$ cat src/rtl/axil_csr_bridge.sv
// -----------------------------------------------------------------------------
// axil_csr_bridge
//
// AXI4-Lite slave front end for the accelerator CSR block. Each of the AW, W
// and AR channels has a one-beat holding register so the host can queue the
// next address/data while a response is still outstanding. A small FSM picks
// either a complete write (AW+W) or a read, issues a single-cycle CSR strobe,
// and then holds the AXI response until the host accepts it. Reads and writes
// that tie in IDLE are granted round-robin.
//
// Illegal accesses (misaligned address, or a write with partial byte strobes)
// are answered with SLVERR and never reach the CSR file. Every SLVERR response
// bumps a saturating counter.
//
// Ports
//   clk, rst            clock, synchronous active-high reset
//   s_axi_aw*           write address channel
//   s_axi_w*            write data channel
//   s_axi_b*            write response channel (00 OKAY, 10 SLVERR)
//   s_axi_ar*           read address channel
//   s_axi_r*            read data / response channel
//   csr_wen, csr_ren    one-cycle CSR write / read strobes
//   csr_addr, csr_wdata CSR byte address and write data (0 when idle)
//   csr_rdata           CSR read data, combinational from csr_addr
//   slverr_count        saturating count of SLVERR responses
// -----------------------------------------------------------------------------
module axil_csr_bridge #(
  parameter int ADDR_W   = 8,
  parameter int ERRCNT_W = 16
) (
  input  logic                clk,
  input  logic                rst,
  input  logic [ADDR_W-1:0]   s_axi_awaddr,
  input  logic                s_axi_awvalid,
  output logic                s_axi_awready,
  input  logic [31:0]         s_axi_wdata,
  input  logic [3:0]          s_axi_wstrb,
  input  logic                s_axi_wvalid,
  output logic                s_axi_wready,
  output logic [1:0]          s_axi_bresp,
  output logic                s_axi_bvalid,
  input  logic                s_axi_bready,
  input  logic [ADDR_W-1:0]   s_axi_araddr,
  input  logic                s_axi_arvalid,
  output logic                s_axi_arready,
  output logic [31:0]         s_axi_rdata,
  output logic [1:0]          s_axi_rresp,
  output logic                s_axi_rvalid,
  input  logic                s_axi_rready,
  output logic                csr_wen,
  output logic                csr_ren,
  output logic [ADDR_W-1:0]   csr_addr,
  output logic [31:0]         csr_wdata,
  input  logic [31:0]         csr_rdata,
  output logic [ERRCNT_W-1:0] slverr_count
);

  localparam logic [1:0] RESP_OKAY   = 2'b00;
  localparam logic [1:0] RESP_SLVERR = 2'b10;

  typedef enum logic [2:0] {
    IDLE,
    WR_ACC,
    WR_RESP,
    RD_ACC,
    RD_RESP
  } state_t;

  state_t              state;
  state_t              state_nxt;

  logic                aw_full;
  logic                w_full;
  logic                ar_full;
  logic [ADDR_W-1:0]   awaddr_q;
  logic [ADDR_W-1:0]   araddr_q;
  logic [31:0]         wdata_q;
  logic [3:0]          wstrb_q;

  // 1 = the most recent grant went to the read side
  logic                last_grant_rd;

  logic                aw_hs;
  logic                w_hs;
  logic                ar_hs;
  logic                wr_rdy;
  logic                rd_rdy;
  logic                grant_wr;
  logic                grant_rd;
  logic                wr_legal;
  logic                rd_legal;

  function automatic logic [ERRCNT_W-1:0] sat_inc(input logic [ERRCNT_W-1:0] v);
    if (&v) begin
      return v;
    end
    return v + ERRCNT_W'(1);
  endfunction

  // Ready is also held low while rst is asserted so no beat can slip in
  // during the reset cycle itself.
  assign s_axi_awready = !aw_full && !rst;
  assign s_axi_wready  = !w_full  && !rst;
  assign s_axi_arready = !ar_full && !rst;

  assign aw_hs = s_axi_awvalid && s_axi_awready;
  assign w_hs  = s_axi_wvalid  && s_axi_wready;
  assign ar_hs = s_axi_arvalid && s_axi_arready;

  assign wr_rdy = aw_full && w_full;
  assign rd_rdy = ar_full;

  assign wr_legal = (awaddr_q[1:0] == 2'b00) && (wstrb_q == 4'hF);
  assign rd_legal = (araddr_q[1:0] == 2'b00);

  assign s_axi_bvalid = (state == WR_RESP) && !rst;
  assign s_axi_rvalid = (state == RD_RESP) && !rst;

  always_comb begin
    state_nxt = state;
    grant_wr  = 1'b0;
    grant_rd  = 1'b0;
    case (state)
      IDLE: begin
        if (wr_rdy && rd_rdy) begin
          grant_wr = last_grant_rd;
          grant_rd = !last_grant_rd;
        end else begin
          grant_wr = wr_rdy;
          grant_rd = rd_rdy;
        end
        if (grant_wr) begin
          state_nxt = WR_ACC;
        end else if (grant_rd) begin
          state_nxt = RD_ACC;
        end
      end
      WR_ACC:  state_nxt = WR_RESP;
      WR_RESP: if (s_axi_bready) state_nxt = IDLE;
      RD_ACC:  state_nxt = RD_RESP;
      RD_RESP: if (s_axi_rready) state_nxt = IDLE;
      default: state_nxt = IDLE;
    endcase
  end

  // CSR side is driven only during the access cycle; illegal accesses still
  // present the address but never raise a strobe.
  always_comb begin
    csr_wen   = 1'b0;
    csr_ren   = 1'b0;
    csr_addr  = '0;
    csr_wdata = '0;
    if (!rst) begin
      case (state)
        WR_ACC: begin
          csr_addr  = awaddr_q;
          csr_wdata = wdata_q;
          csr_wen   = wr_legal;
        end
        RD_ACC: begin
          csr_addr = araddr_q;
          csr_ren  = rd_legal;
        end
        default: ;
      endcase
    end
  end

  always_ff @(posedge clk) begin
    if (rst) begin
      state         <= IDLE;
      aw_full       <= 1'b0;
      w_full        <= 1'b0;
      ar_full       <= 1'b0;
      awaddr_q      <= '0;
      araddr_q      <= '0;
      wdata_q       <= '0;
      wstrb_q       <= '0;
      last_grant_rd <= 1'b1;
      s_axi_bresp   <= RESP_OKAY;
      s_axi_rresp   <= RESP_OKAY;
      s_axi_rdata   <= '0;
      slverr_count  <= '0;
    end else begin
      state <= state_nxt;

      // A holding register can only be refilled while empty, so capture and
      // the release in the access cycle never collide.
      if (aw_hs) begin
        aw_full  <= 1'b1;
        awaddr_q <= s_axi_awaddr;
      end else if (state == WR_ACC) begin
        aw_full <= 1'b0;
      end

      if (w_hs) begin
        w_full  <= 1'b1;
        wdata_q <= s_axi_wdata;
        wstrb_q <= s_axi_wstrb;
      end else if (state == WR_ACC) begin
        w_full <= 1'b0;
      end

      if (ar_hs) begin
        ar_full  <= 1'b1;
        araddr_q <= s_axi_araddr;
      end else if (state == RD_ACC) begin
        ar_full <= 1'b0;
      end

      if (grant_wr) begin
        last_grant_rd <= 1'b0;
      end else if (grant_rd) begin
        last_grant_rd <= 1'b1;
      end

      if (state == WR_ACC) begin
        s_axi_bresp <= wr_legal ? RESP_OKAY : RESP_SLVERR;
        if (!wr_legal) begin
          slverr_count <= sat_inc(slverr_count);
        end
      end

      if (state == RD_ACC) begin
        s_axi_rdata <= rd_legal ? csr_rdata : 32'h0;
        s_axi_rresp <= rd_legal ? RESP_OKAY : RESP_SLVERR;
        if (!rd_legal) begin
          slverr_count <= sat_inc(slverr_count);
        end
      end
    end
  end

endmodule

$ cat config.mk
export PLATFORM = sky130hd
export DESIGN_NAME = axil_csr_bridge
export DESIGN_NICKNAME = d
export VERILOG_FILES = /design/src/rtl/axil_csr_bridge.sv
export SDC_FILE = /design/constraint.sdc
export NUM_CORES = 1
export LEC_CHECK = 0
export CORE_MARGIN = 5
export CORE_UTILIZATION = 31
export DETAILED_ROUTE_END_ITERATION = 7
export GPL_ROUTABILITY_DRIVEN = 1
export GPL_TIMING_DRIVEN = 0
export PLACE_DENSITY = 0.68
export SYNTH_ARGS = -nofsm -noshare
export SYNTH_HDL_FRONTEND = slang
export SYNTH_SLANG_ARGS = --single-unit
$ cat constraint.sdc
create_clock -name clk -period 1.65 [get_ports clk]
set_input_delay 0.33 -clock clk [delete_from_list [all_inputs] [get_ports clk]]
set_output_delay 0.33 -clock clk [all_outputs]
set_load 0.01 [all_outputs]
==> flow_metrics.tcl <==
set metrics [dict create \
    status "finished with violations" \
    violations "setup timing" \
    clock-root-buffer "clkbuf_16" \
    cts.clk_slew.worst_paths_ps 70 \
    antenna_found_initial 0 \
    die_area_mm2 0.0166 \
    setup_viol 56 \
    num_rows 43 \
    cp_max_fo 5 \
    fmax_ghz 0.534 \
    nets 844 \
    ys_warn_count 0 \
    critPathArrivalTime_ps 2150 \
    htreeDepth 3 \
    syn_to_final_growth_pct 73.4 \
    initial_core_util 0.316 \
    rsz0062_at_grt "true" \
    power.density_mw_per_mm2 804 \
    hold_class "flip-flop to flip-flop" \
    synthCells 528 \
    cts.sinks 109 \
    vias 4671 \
    core_mm2 0.0139 \
    worst_setup_path_start_kind "flip-flop" \
    cts_buffers 9 \
    layout_commonest_cell "clkdlybuf4s50_1" \
    layout.cells.non_filler 937 \
    finalHoldViolations 0 \
    p_leak_nw 3.02 \
    cts_tree "yes" \
    hold_slack_ps 453 \
    end_kind "flip-flop" \
    drv_slew 0 \
    fin_tns_setup_ps -7780 \
    synth-main-ff-cell "dfxtp_1" \
    avgSynthCellArea_um2 8.32 \
    slowest_stage "or4_1" \
    io_pins 190 \
    path_buf_inv 4 \
    first_pass_iters 4 \
    synth_edf_count 0 \
    wire_per_inst_um 16.5 \
    gp_congestion 0.876 \
    register_area_mm2 0.00222 \
    grtUsageTotal 0.175 \
    period_minus_slack_ps 1870 \
    drc 0 \
    r2r_start "state[0]" \
    crit_type "flip-flop to flip-flop" \
    die_h_um 129 \
    drt_iter0_markers 174 \
    die_width_um 129 \
    crit_family "simple AND/OR/NAND/NOR gates" \
    grt_max_degree 18 \
    viasPerCell 4.99 \
    insertedDiodeCount 0 \
    layout_setup_ws_ps -222 \
    ys_seq_elements 109 \
    dp_hpwl_mm 11.0 \
    peakVddDrop_uv 571 \
    critPathLaunch "state[0]" \
    ctsHoldBuffers 0 \
    fillers 1232 \
    max_stage_delay_ps 500 \
    hp-start "s_axi_rdata[28]" \
    skew_ps 13.0 \
    whs_path_depth 2 \
    total_power_mw 6.12 \
    path_depth 8 \
    grt_pass1_vias 4712 \
    grt_pass1_wl_mm 23.2 \
    antenna_left 0 \
    insertion_delay_ps 350 \
    worstPathCellList "nor2b_4, buf_6, buf_6, buf_6, o311ai_4, buf_2, or4_1, a21oi_1" \
    routed_wl_mm 15.5 \
    final_cell_mix "clkdlybuf4s50_1, nand2_1, dfxtp_1" \
    multiInputGateArea_mm2 0.00243 \
    fin_util 0.548 \
    tightest_slew_ps 571 \
    fin_crit_sh 1.13 \
    final_layout_size_suffix_gt1_frac 0.279 \
    slew_headroom 0.619 \
    port_buffers 187 \
    yosysUniqueCellTypes 48 \
    synthArstFlopShare 0 \
    place_inst 896 \
    yosysSeqAreaShare 0.497 \
    cap_violations 0 \
    clockBufferDepth 2 \
    crit_top_cell "buf_6" \
    worstPathRequired_ps 1930 \
    reg2reg_depth 8 \
    grt_overflow 0 \
    synth_area_mm2 0.00439 \
]
## repair_timing
item                       CTS  global route
setup endpoints to repair  148           116
pin swaps                    6            17
resized for setup          301           106
gates cloned                 2             3
setup buffers               18             7
## sequential cells by signal, summed over array words and instances, names as in the netlist
name           count
s_axi_rdata       32
wdata_q           32
slverr_count      16
araddr_q           8
awaddr_q           8
wstrb_q            4
state              3
ar_full            1
aw_full            1
last_grant_rd      1
s_axi_bresp        1
s_axi_rresp        1
w_full             1
## kinds of logic (layout without fill, tap and decap cells)
group | Yosys count | count (layout) | share of synthesized area
simple gates | 242 | 242 | 0.244
compound gates | 116 | 116 | 0.171
flops | 109 | 109 | 0.497
buf+inv | 46 | 274 | 0.0533
mux | 13 | 13 | 0.0311
fa+ha+maj | 1 | 1 | 0.00285
other cells | 1 | 2 | 0.000854
## per-stage QoR
| step | setup slack [ps] | area [um2] |
|---|---|---|
| finish | -222 | 7610 |
| global placement | -1290 | 6510 |
| detailed placement | -1310 | 6510 |
| floorplan | -6.36 | 4410 |
| global route | -273 | 7610 |
| CTS | -227 | 7140 |
## where the power goes
| group | switching (mW) | total (mW) | internal (mW) |
|---|---|---|---|
| combinational | 0.515 | 1.11 | 0.596 |
| sequential | 0.0989 | 2.86 | 2.76 |
| clock | 0.977 | 2.16 | 1.18 |
## worst min-delay path: cells and delay by family (launching register included)
kind / cells / cell delay (ps)
AND/OR/NAND/NOR: 1 / 50
AO/OA/AOI/OAI: 1 / 50
flip-flops: 1 / 310
## layer usage
layer / routed length [um] / vias to the layer above / track usage
met2: 7650 / 209 / 0.303
met5: 0 / - / 0
met1: 6160 / 2177 / 0.200
met4: 249 / 0 / 0.0550
met3: 1430 / 20 / 0.0677
li1: - / 2265 / -
## worst paths after layout
path | to | slack, ps
worst max-delay path | slverr_count[9] | -220
worst min register to register | s_axi_rdata[28] | 450
worst max register to register | slverr_count[9] | -220
worst min-delay path | s_axi_rdata[28] | 450
## cell type report
| class | instances | share of cell area |
|---|---|---|
| Multi-Input combinational cell | 374 | 0.320 |
| Sequential cell | 109 | 0.291 |
| Timing Repair Buffer | 217 | 0.270 |
| Buffer | 35 | 0.0464 |
| Clock buffer | 10 | 0.0301 |
| Tap cell | 180 | 0.0296 |
| Clock inverter | 6 | 0.00822 |
| Inverter | 6 | 0.00395 |
## synth_stat cells (2+ instances only)
master,n,area (um2)
a22o_1,27,236
a31oi_1,2,12.5
and2_1,3,18.8
dfxtp_1,109,2180
mux2_2,5,56.3
nor3_1,6,30.0
buf_2,7,35.0
o31ai_1,4,30.0
clkbuf_1,22,82.6
mux2i_1,8,80.1
o21ai_0,48,240
buf_1,2,7.51
buf_4,4,30.0
nor2b_1,4,25.0
and3_1,2,12.5
or3_1,3,18.8
a311oi_1,3,26.3
nor4b_1,2,17.5
inv_1,6,22.5
buf_6,5,56.3
nor4_1,8,50.1
nand3_1,11,55.1
nand2_1,120,450
nand4_1,4,25.0
or4_1,5,37.5
nor2_1,62,233
a21oi_1,25,125
No activity file was read; power rests on OpenSTA's default activity.
